==> src/rtl/serializer_pkg.sv <==
// Shared types and helpers for the frame serializer: FSM state encoding,
// parity helper and default frame length.
package serializer_pkg;

    typedef enum logic [2:0] {
        StIdle,
        StStart,
        StData,
        StParity,
        StStop
    } state_e;

    localparam int unsigned DefDataW    = 8;
    localparam int unsigned DefParityEn = 0;
    localparam int unsigned DefStopBits = 1;

    // Serial bits per frame: start + data + optional parity + stop bits.
    function automatic int unsigned frame_bits(input int unsigned data_w,
                                               input int unsigned parity_en,
                                               input int unsigned stop_bits);
        return 1 + data_w + parity_en + stop_bits;
    endfunction

    localparam int unsigned FRAME_BITS = frame_bits(DefDataW, DefParityEn, DefStopBits);

    // Callers zero-extend the word; the extra zero bits leave the XOR unchanged.
    function automatic logic calc_parity(input logic [63:0] word, input logic odd);
        return (^word) ^ odd;
    endfunction

endpackage

==> src/rtl/frame_serializer_if.sv <==
// Parallel source / serial transmit bundle of the frame serializer.
interface frame_serializer_if #(
    parameter int unsigned DATA_W = 8
);
    logic [DATA_W-1:0] data;
    logic              send;
    logic              tx;
    logic              busy;
    logic              hold_full;
    logic              frame_done;
    logic              overrun;

    modport master (
        output data, send,
        input  tx, busy, hold_full, frame_done, overrun
    );

    modport slave (
        input  data, send,
        output tx, busy, hold_full, frame_done, overrun
    );
endinterface

==> src/rtl/bit_timer.sv <==
// Baud counter: free-runs while a frame is active and flags the last cycle of
// every serial bit.
module bit_timer #(
    parameter int unsigned CLKS_PER_BIT = 1
) (
    input  logic clk,
    input  logic rst_n,
    input  logic run,
    output logic bit_tick
);
    localparam int unsigned CntW = (CLKS_PER_BIT > 1) ? $clog2(CLKS_PER_BIT) : 1;

    logic [CntW-1:0] cnt_q, cnt_d;

    assign bit_tick = run && (cnt_q == CntW'(CLKS_PER_BIT - 1));

    always_comb begin
        cnt_d = cnt_q;
        if (!run || bit_tick) begin
            cnt_d = '0;
        end else begin
            cnt_d = cnt_q + CntW'(1);
        end
    end

    always_ff @(posedge clk or negedge rst_n) begin
        if (!rst_n) begin
            cnt_q <= '0;
        end else begin
            cnt_q <= cnt_d;
        end
    end
endmodule

==> src/rtl/frame_serializer.sv <==
// Parallel-to-serial transmit stage with a one-entry holding register so that
// consecutive frames can be sent without an idle gap.
module frame_serializer
    import serializer_pkg::*;
#(
    parameter int unsigned DATA_W       = 8,
    parameter int unsigned CLKS_PER_BIT = 1,
    parameter int unsigned PARITY_EN    = 0,
    parameter int unsigned PARITY_ODD   = 0,
    parameter int unsigned STOP_BITS    = 1
) (
    input logic               clk,
    input logic               rst_n,
    frame_serializer_if.slave bus
);
    localparam int unsigned CntW = $clog2(DATA_W + 1);
    localparam logic        Odd  = (PARITY_ODD != 0);

    state_e            state_q, state_d;
    logic [DATA_W-1:0] shift_q, shift_d;
    logic [DATA_W-1:0] hold_q, hold_d;
    logic [CntW-1:0]   bit_cnt_q, bit_cnt_d;
    logic              par_q, par_d;
    logic              hold_full_q, hold_full_d;
    logic              tx_q, tx_d;
    logic              busy_q, busy_d;
    logic              frame_done_q, frame_done_d;
    logic              overrun_q, overrun_d;
    logic              bit_tick;
    logic              final_edge;

    bit_timer #(
        .CLKS_PER_BIT(CLKS_PER_BIT)
    ) u_bit_timer (
        .clk     (clk),
        .rst_n   (rst_n),
        .run     (state_q != StIdle),
        .bit_tick(bit_tick)
    );

    assign final_edge = (state_q == StStop) && bit_tick &&
                        (bit_cnt_q == CntW'(STOP_BITS - 1));

    always_comb begin
        state_d      = state_q;
        shift_d      = shift_q;
        hold_d       = hold_q;
        bit_cnt_d    = bit_cnt_q;
        par_d        = par_q;
        hold_full_d  = hold_full_q;
        tx_d         = tx_q;
        busy_d       = busy_q;
        frame_done_d = 1'b0;
        overrun_d    = 1'b0;

        // Mid-frame requests park in the hold slot; the final edge is handled below.
        if (bus.send && (state_q != StIdle) && !final_edge) begin
            if (!hold_full_q) begin
                hold_d      = bus.data;
                hold_full_d = 1'b1;
            end else begin
                overrun_d = 1'b1;
            end
        end

        unique case (state_q)
            StIdle: begin
                if (bus.send) begin
                    shift_d = bus.data;
                    par_d   = calc_parity(64'(bus.data), Odd);
                    tx_d    = 1'b0;
                    busy_d  = 1'b1;
                    state_d = StStart;
                end
            end
            StStart: begin
                if (bit_tick) begin
                    tx_d      = shift_q[0];
                    bit_cnt_d = '0;
                    state_d   = StData;
                end
            end
            StData: begin
                if (bit_tick) begin
                    shift_d = shift_q >> 1;
                    if (bit_cnt_q == CntW'(DATA_W - 1)) begin
                        bit_cnt_d = '0;
                        if (PARITY_EN != 0) begin
                            tx_d    = par_q;
                            state_d = StParity;
                        end else begin
                            tx_d    = 1'b1;
                            state_d = StStop;
                        end
                    end else begin
                        bit_cnt_d = bit_cnt_q + CntW'(1);
                        tx_d      = shift_d[0];
                    end
                end
            end
            StParity: begin
                if (bit_tick) begin
                    tx_d      = 1'b1;
                    bit_cnt_d = '0;
                    state_d   = StStop;
                end
            end
            StStop: begin
                if (bit_tick && !final_edge) begin
                    bit_cnt_d = bit_cnt_q + CntW'(1);
                end else if (final_edge) begin
                    frame_done_d = 1'b1;
                    if (hold_full_q) begin
                        // Hold drains into the shifter; a same-edge send refills it.
                        shift_d = hold_q;
                        par_d   = calc_parity(64'(hold_q), Odd);
                        tx_d    = 1'b0;
                        state_d = StStart;
                        if (bus.send) begin
                            hold_d = bus.data;
                        end else begin
                            hold_full_d = 1'b0;
                        end
                    end else if (bus.send) begin
                        shift_d = bus.data;
                        par_d   = calc_parity(64'(bus.data), Odd);
                        tx_d    = 1'b0;
                        state_d = StStart;
                    end else begin
                        busy_d  = 1'b0;
                        state_d = StIdle;
                    end
                end
            end
            default: state_d = StIdle;
        endcase
    end

    always_ff @(posedge clk or negedge rst_n) begin
        if (!rst_n) begin
            state_q      <= StIdle;
            shift_q      <= '0;
            hold_q       <= '0;
            bit_cnt_q    <= '0;
            par_q        <= 1'b0;
            hold_full_q  <= 1'b0;
            tx_q         <= 1'b1;
            busy_q       <= 1'b0;
            frame_done_q <= 1'b0;
            overrun_q    <= 1'b0;
        end else begin
            state_q      <= state_d;
            shift_q      <= shift_d;
            hold_q       <= hold_d;
            bit_cnt_q    <= bit_cnt_d;
            par_q        <= par_d;
            hold_full_q  <= hold_full_d;
            tx_q         <= tx_d;
            busy_q       <= busy_d;
            frame_done_q <= frame_done_d;
            overrun_q    <= overrun_d;
        end
    end

    assign bus.tx         = tx_q;
    assign bus.busy       = busy_q;
    assign bus.hold_full  = hold_full_q;
    assign bus.frame_done = frame_done_q;
    assign bus.overrun    = overrun_q;
endmodule

==> src/flat_wrapper.sv <==
// flat-port wrapper written by rule: the top's interface ports become plain ports
module frame_serializer_flat import serializer_pkg::*;
#(
    parameter int unsigned DATA_W       = 8,
    parameter int unsigned CLKS_PER_BIT = 1,
    parameter int unsigned PARITY_EN    = 0,
    parameter int unsigned PARITY_ODD   = 0,
    parameter int unsigned STOP_BITS    = 1
)
  (clk, rst_n, bus_data, bus_send, bus_tx, bus_busy, bus_hold_full, bus_frame_done, bus_overrun);
  frame_serializer_if #(.DATA_W(DATA_W)) bus_i ();
  input logic clk;
  input logic rst_n;
  input wire logic [$bits(bus_i.data)-1:0] bus_data;
  input wire logic [$bits(bus_i.send)-1:0] bus_send;
  output wire logic [$bits(bus_i.tx)-1:0] bus_tx;
  output wire logic [$bits(bus_i.busy)-1:0] bus_busy;
  output wire logic [$bits(bus_i.hold_full)-1:0] bus_hold_full;
  output wire logic [$bits(bus_i.frame_done)-1:0] bus_frame_done;
  output wire logic [$bits(bus_i.overrun)-1:0] bus_overrun;
  assign bus_i.data = bus_data;
  assign bus_i.send = bus_send;
  assign bus_tx = bus_i.tx;
  assign bus_busy = bus_i.busy;
  assign bus_hold_full = bus_i.hold_full;
  assign bus_frame_done = bus_i.frame_done;
  assign bus_overrun = bus_i.overrun;
  frame_serializer #(.DATA_W(DATA_W), .CLKS_PER_BIT(CLKS_PER_BIT), .PARITY_EN(PARITY_EN), .PARITY_ODD(PARITY_ODD), .STOP_BITS(STOP_BITS)) u_core (.clk(clk), .rst_n(rst_n), .bus(bus_i));
endmodule
==> config.mk <==
export PLATFORM = sky130hd
export DESIGN_NAME = frame_serializer_flat
export DESIGN_NICKNAME = d
export VERILOG_FILES = /design/src/rtl/serializer_pkg.sv /design/src/rtl/frame_serializer_if.sv /design/src/rtl/bit_timer.sv /design/src/rtl/frame_serializer.sv /design/src/flat_wrapper.sv
export SDC_FILE = /design/constraint.sdc
export NUM_CORES = 1
export LEC_CHECK = 0
export ABC_AREA = 1
export CORE_ASPECT_RATIO = 1.5
export CORE_MARGIN = 5
export CORE_UTILIZATION = 45
export CTS_CLUSTER_SIZE = 12
export DETAILED_ROUTE_END_ITERATION = 6
export GPL_TIMING_DRIVEN = 0
export HOLD_SLACK_MARGIN = 0.02
export PLACE_DENSITY = 0.64
export SETUP_SLACK_MARGIN = 0.05
export SYNTH_ARGS = -nofsm -noshare
export SYNTH_HDL_FRONTEND = slang
export SYNTH_SLANG_ARGS = --single-unit
==> constraint.sdc <==
create_clock -name clk -period 4.5 [get_ports clk]
set_clock_uncertainty 0.15 [all_clocks]
set_input_delay 0.9 -clock clk [delete_from_list [all_inputs] [get_ports clk]]
set_output_delay 0.9 -clock clk [all_outputs]
set_load 0.01 [all_outputs]
; ---- Word level (Yosys, flattened, before mapping)
; Index checks and enable logic that the tools add are counted.
; W data, S select, Z words.
[classes]
mux = 55
n_eq_ne = 16
addsub = 2
n_bitwise = 1
n_reduce_logical = 22
[ops]
columns = cell, count
row1 = $mux W8, 12
row2 = $mux W1, 26
row3 = $mux W3, 8
row4 = $pmux W8 S3, 1
row5 = $mux W4, 4
row6 = $pmux W3 S5, 1
row7 = $ne A2 B1 Y1 const B, 6
row8 = $pmux W4 S3, 1
row9 = $reduce_and A6 Y1, 2
row10 = $ne A2 B2 Y1 const B, 5
row11 = $reduce_bool A3 Y1, 3
row12 = $reduce_and A4 Y1, 2
row13 = $reduce_and A7 Y1, 1
row14 = $eq A3 B2 Y1 const B, 2
row15 = $logic_and A1 B1 Y1, 6
row16 = $pmux W1 S5, 1
row17 = $reduce_bool A5 Y1, 1
row18 = $add A4 B1 Y4 const B, 1
row19 = $eq A4 B3 Y1 const B, 1
row20 = $logic_not A4 Y1, 1
row21 = $eq A3 B1 Y1 const B, 1
row22 = $eq A3 B3 Y1 const B, 1
row23 = $logic_not A3 Y1, 1
row24 = $logic_not A1 Y1, 2
row25 = 6 further kinds, 6
[word_totals]
output_inout_bits = 5
inputBits = 11
wordCells = 106
register_bits = 29

; ---- Depth between registers and ports, before layout
; Gate-level depths: netlist (run 1).
[logic_depth]
word_depth = 12
mapped_depth = 10
mapped_depth_nobuf = 9

; ---- By module
; Synthesis (run 1) repeated with hierarchy kept, for this count alone.
[unflattened]
cells_unflattened = 263
hier_area_um2 = 1924.3
[modules_own_cells]
columns = mod, cells_each, seq_area_each_um2, area_per_inst_um2, instances
row1 = frame_serializer, 259, 701.9, 1885.6, 1
row2 = bit_timer, 4, 25.0, 38.8, 1

; ---- Least setup slack after synthesis (run 1)
; OpenSTA, ideal clock, no wires.
[synth_timing]
kind = input-to-reg
start = in bus_send
end = reg u_core.shift_q[0]
setup_ps = 116
setup_slack_ps = 2644
n_path_buf = 1
stages = 6
arrival_ps = 1589
cell_sequence = clkbuf_1 -> o21ai_0 -> o21ai_0 -> nand3_1 -> nand2_1 -> nand2_1
[synth_via]
elab_chain_cells = 5
[synth_rtl]
columns = element, line_no
row1 = from (decl), flat_wrapper.sv:15  ; input wire logic [$bits(bus_i.send)-1:0] bus_send;
row2 = $mux W8 (*), --
row3 = $mux W8 (3 in series), --
row4 = $pmux W8 S3 (*), --
row5 = to (signal assigned), frame_serializer.sv:153  ; shift_q <= shift_d;
row6 = to (decl), frame_serializer.sv:20  ; logic [DATA_W-1:0] shift_q, shift_d;
; Every way passes the cells marked *; elsewhere a longest branch is shown, timed or not. The select of a mux whose other input is x is not followed.
; A chain may end at the register's enable or synchronous reset.

; ---- Worst setup path after layout (run 1)
[layout_timing]
start = reg u_core.tx_q (netlist: u_core.bus.tx)
end = out bus_tx
[layout_lines]
columns = element, line_no
row1 = from (decl), frame_serializer.sv:25  ; logic tx_q, tx_d;
row2 = from (signal assigned), frame_serializer.sv:158  ; tx_q <= tx_d;
row3 = to (decl), flat_wrapper.sv:16  ; output wire logic [$bits(bus_i.tx)-1:0] bus_tx;
; No word-level cell between the ends.

==> qor.csv, run 1 <==
metric;value;unit
fill cell count;453;
most common cell after layout, fill and taps aside;nand2_1;
largest net degree at the start of global routing;30;
die area;0.00584;mm2
Gate Count Post-Synth;293;
setup_tns;0;ns
Hold Buf Count CTS;0;
total CTS buffers;5;
die width;64.1;um
most frequent cells in the layout;nand2_1 (112), nand3_1 (40), dfrtp_1 (28);
VDD IR max;0.000369;V
Starting Density;46.5;%
postcts setup bufs;0;
Multi-input gate area;0.00108;mm2
Worst Path Max Fanout;2;
Reg area;727;um2
boundary pin count;16;
ant diodes;0;
GR Overflow Total;0;
Final period util;53.1;%
Detailed Place HPWL;3690;um
clock-pin transition on the worst setup and hold timing paths;0.06;ns
CP arrival;1.34;ns
vias in the first global route;1842;
RSZ-0062 raised after global routing;no;
worst skew pair latency;0.29;ns
proportion of layout cells with a drive suffix above 1;11.7;%
kind of critical path;reg -> out;
FF+latch count, synth;29;
Resized cells post-CTS;0;
Core ar.;0.00425;mm2
site row count;29;
first-pass GRT wire length;8610;um
Synth Cell Area;0.00197;mm2
1st-iter DRT viols;80;
final-report setup violation count;0;
metal2 WL;2670;um
Max Cap Viol;0;
class of the worst hold path;reg -> reg;
H-tree level count;2;
routed len/inst;14.0;um
Post-Place Worst Slack;1.85;ns
Crit path max-delay family;flip-flops;
CTS Sinks;29;
Crit. End Element;primary output;
number of port buffers;15;
Startpoint Class;register;
status;complete, no violations;
worst path cell trace;clkdlybuf4s50_1;
required time of the critical path;3.45;ns
crit-path max cell delay;0.53;ns
register area share after synthesis;36.8;%
Static Leak;0.00112;uW
pwr/cell area;638;mW/mm2
routed length on met1;2010;um
final count of hold timing violations;0;
synthesized area per cell;6.73;um2
DRC;0;
DRT Pass-1 Iters;4;
Via density;5.35;
initial antenna violation count;0;
Final min period;2.39;ns
met3 wire length;166;um
CTS root buf;clkbuf_8;
Area Growth Syn to Fin;14.6;%
CTS tree;yes;
top sig layer;met4;
placer congestion estimate;0.908;
CP Buf/Inv Count;1;
Crit-path slowest cell;dfstp_2;
Die Ht;91.1;um
Setup WS post-layout;2.11;ns
Netlist cell types;29;
post-route ant nets;0;
Worst-Margin Slew;0.690;ns
Final Max Slew Viols;0;
fmax;0.419;GHz
routed wire length;5050;um
Max Buffers Root-to-Sink;2;
headroom to the max-slew limit;54.0;%
total track usage;18.5;%
Vias;1932;
net count reported at finish;328;
syn_nets;306;
Yosys warnings;0;
## flip-flops by register name, summed over array words and instances, names as in the netlist
name                      cells
u_core.bus.overrun            1
u_core.bus.frame_done         1
u_core.bus.tx                 1
u_core.bit_cnt_q              4
u_core.state_q                3
u_core.hold_q                 8
u_core.u_bit_timer.cnt_q      1
u_core.bus.busy               1
u_core.shift_q                8
u_core.bus.hold_full          1
## power by group
part,leakage [uW],total [uW],switching (uW),internal (uW)
logic,0.000715,757,483,274
clock network,0.0000443,222,101,121
registers,0.000365,465,96.3,369
total,0.00112,1440,680,764
## synthesized netlist by cell type
library cell / number / share of area (%)
nand2_1: 112 / 21
nand3_1: 40 / 10
dfrtp_1: 28 / 36
inv_1: 24 / 4.6
o21ai_0: 24 / 6.1
a21oi_1: 10 / 2.5
nor2_1: 8 / 1.5
inv_2: 7 / 1.3
nand2_2: 6 / 1.9
nor2_4: 5 / 2.9
o21ai_1: 5 / 1.3
clkbuf_1: 4 / 0.76
buf_2: 2 / 0.51
buf_6: 2 / 1.1
ha_1: 2 / 1.3
a21oi_2: 1 / 0.44
a21oi_4: 1 / 0.82
a22oi_1: 1 / 0.38
conb_1: 1 / 0.19
dfstp_2: 1 / 1.3
nand2_4: 1 / 0.57
nand3_2: 1 / 0.51
nand3b_1: 1 / 0.38
nand4_1: 1 / 0.32
nor2_2: 1 / 0.32
o211ai_1: 1 / 0.38
o21ai_2: 1 / 0.44
o21ai_4: 1 / 0.82
o21bai_1: 1 / 0.38
## cells by family after synthesis
family          synth area share (%)
flops                           36.8
buf+inv                         8.31
compound gates                  13.6
other cells                    0.190
fa+ha+maj                       1.27
simple gates                    39.8
## through the flow
| stage | hold slack [ns] | total power, uW | cells | instance area [um2] | utilization, % |
|---|---|---|---|---|---|
| 5_1_grt | 0.328 | 1590 | 361 | 2260 | 53.3 |
| 6_report | 0.308 | 1440 | 361 | 2260 | 53.3 |
| 2_1_floorplan | 0.299 | 1030 | 293 | 1970 | - |
| 3_5_place_dp | 0.302 | 1230 | 354 | 2180 | 51.3 |
| 3_3_place_gp | 0.298 | 1220 | 354 | 2180 | 51.4 |
| 4_1_cts | 0.313 | 1460 | 361 | 2260 | 53.3 |
## per-layer routing
layer  vias up  track usage, %
li1        982               -
met1       898            21.6
met2        34            31.1
met3        18            3.58
met4         0            10.1
met5         -               0
## path summary, 6_finish.rpt
check	startpoint	end	slack [ns]	cells past startpoint
max in group asynchronous	rst_n	u_core.bit_cnt_q[1]	3.25	1
hold / removal	u_core.bus.tx	u_core.bus.tx	0.31	2
hold reg to reg	u_core.bus.tx	u_core.bus.tx	0.31	2
setup / recovery	u_core.bus.tx	bus_tx	2.11	1
setup reg to reg	u_core.bit_cnt_q[0]	u_core.hold_q[7]	2.67	9
min in group asynchronous	rst_n	u_core.state_q[1]	0.50	1
## final cells by class
type | count | area share (%)
multi-input cells | 225 | 47.8
flip-flops and latches | 29 | 32.1
repair buffers | 15 | 6.42
inverters | 31 | 5.14
clock buffers | 7 | 3.82
well taps | 46 | 2.54
plain buffers | 8 | 2.10
## tightest hold or removal path, stage by stage, from the launching register on
cell	delay [ns]
dfstp_2	0.37
nand2_1	0.05
nand2_1	0.04
Note: power is estimated with default switching activity, not from simulation.
==> run 2: changes to the inputs <==
==> constraint.sdc (replaced) <==
create_clock -name clk -period 2.3 [get_ports clk]
set_clock_uncertainty 0.15 [all_clocks]
set_input_delay 0.46 -clock clk [delete_from_list [all_inputs] [get_ports clk]]
set_output_delay 0.46 -clock clk [all_outputs]
set_load 0.01 [all_outputs]
==> results of run 2 <==
Same layout as run 1 (identical final DEF). Status: complete, no violations.
Among the figures that moved: setup slack after placement 1.85 ns -> 0.0917 ns; setup slack after layout 2.11 ns -> 0.351 ns; hold slack 0.308 ns -> 0.0624 ns; register-to-register setup slack 2.67 ns -> 0.47 ns; total power 1440 uW -> 2830 uW; worst IR drop on VDD 0.000369 V -> 0.000721 V
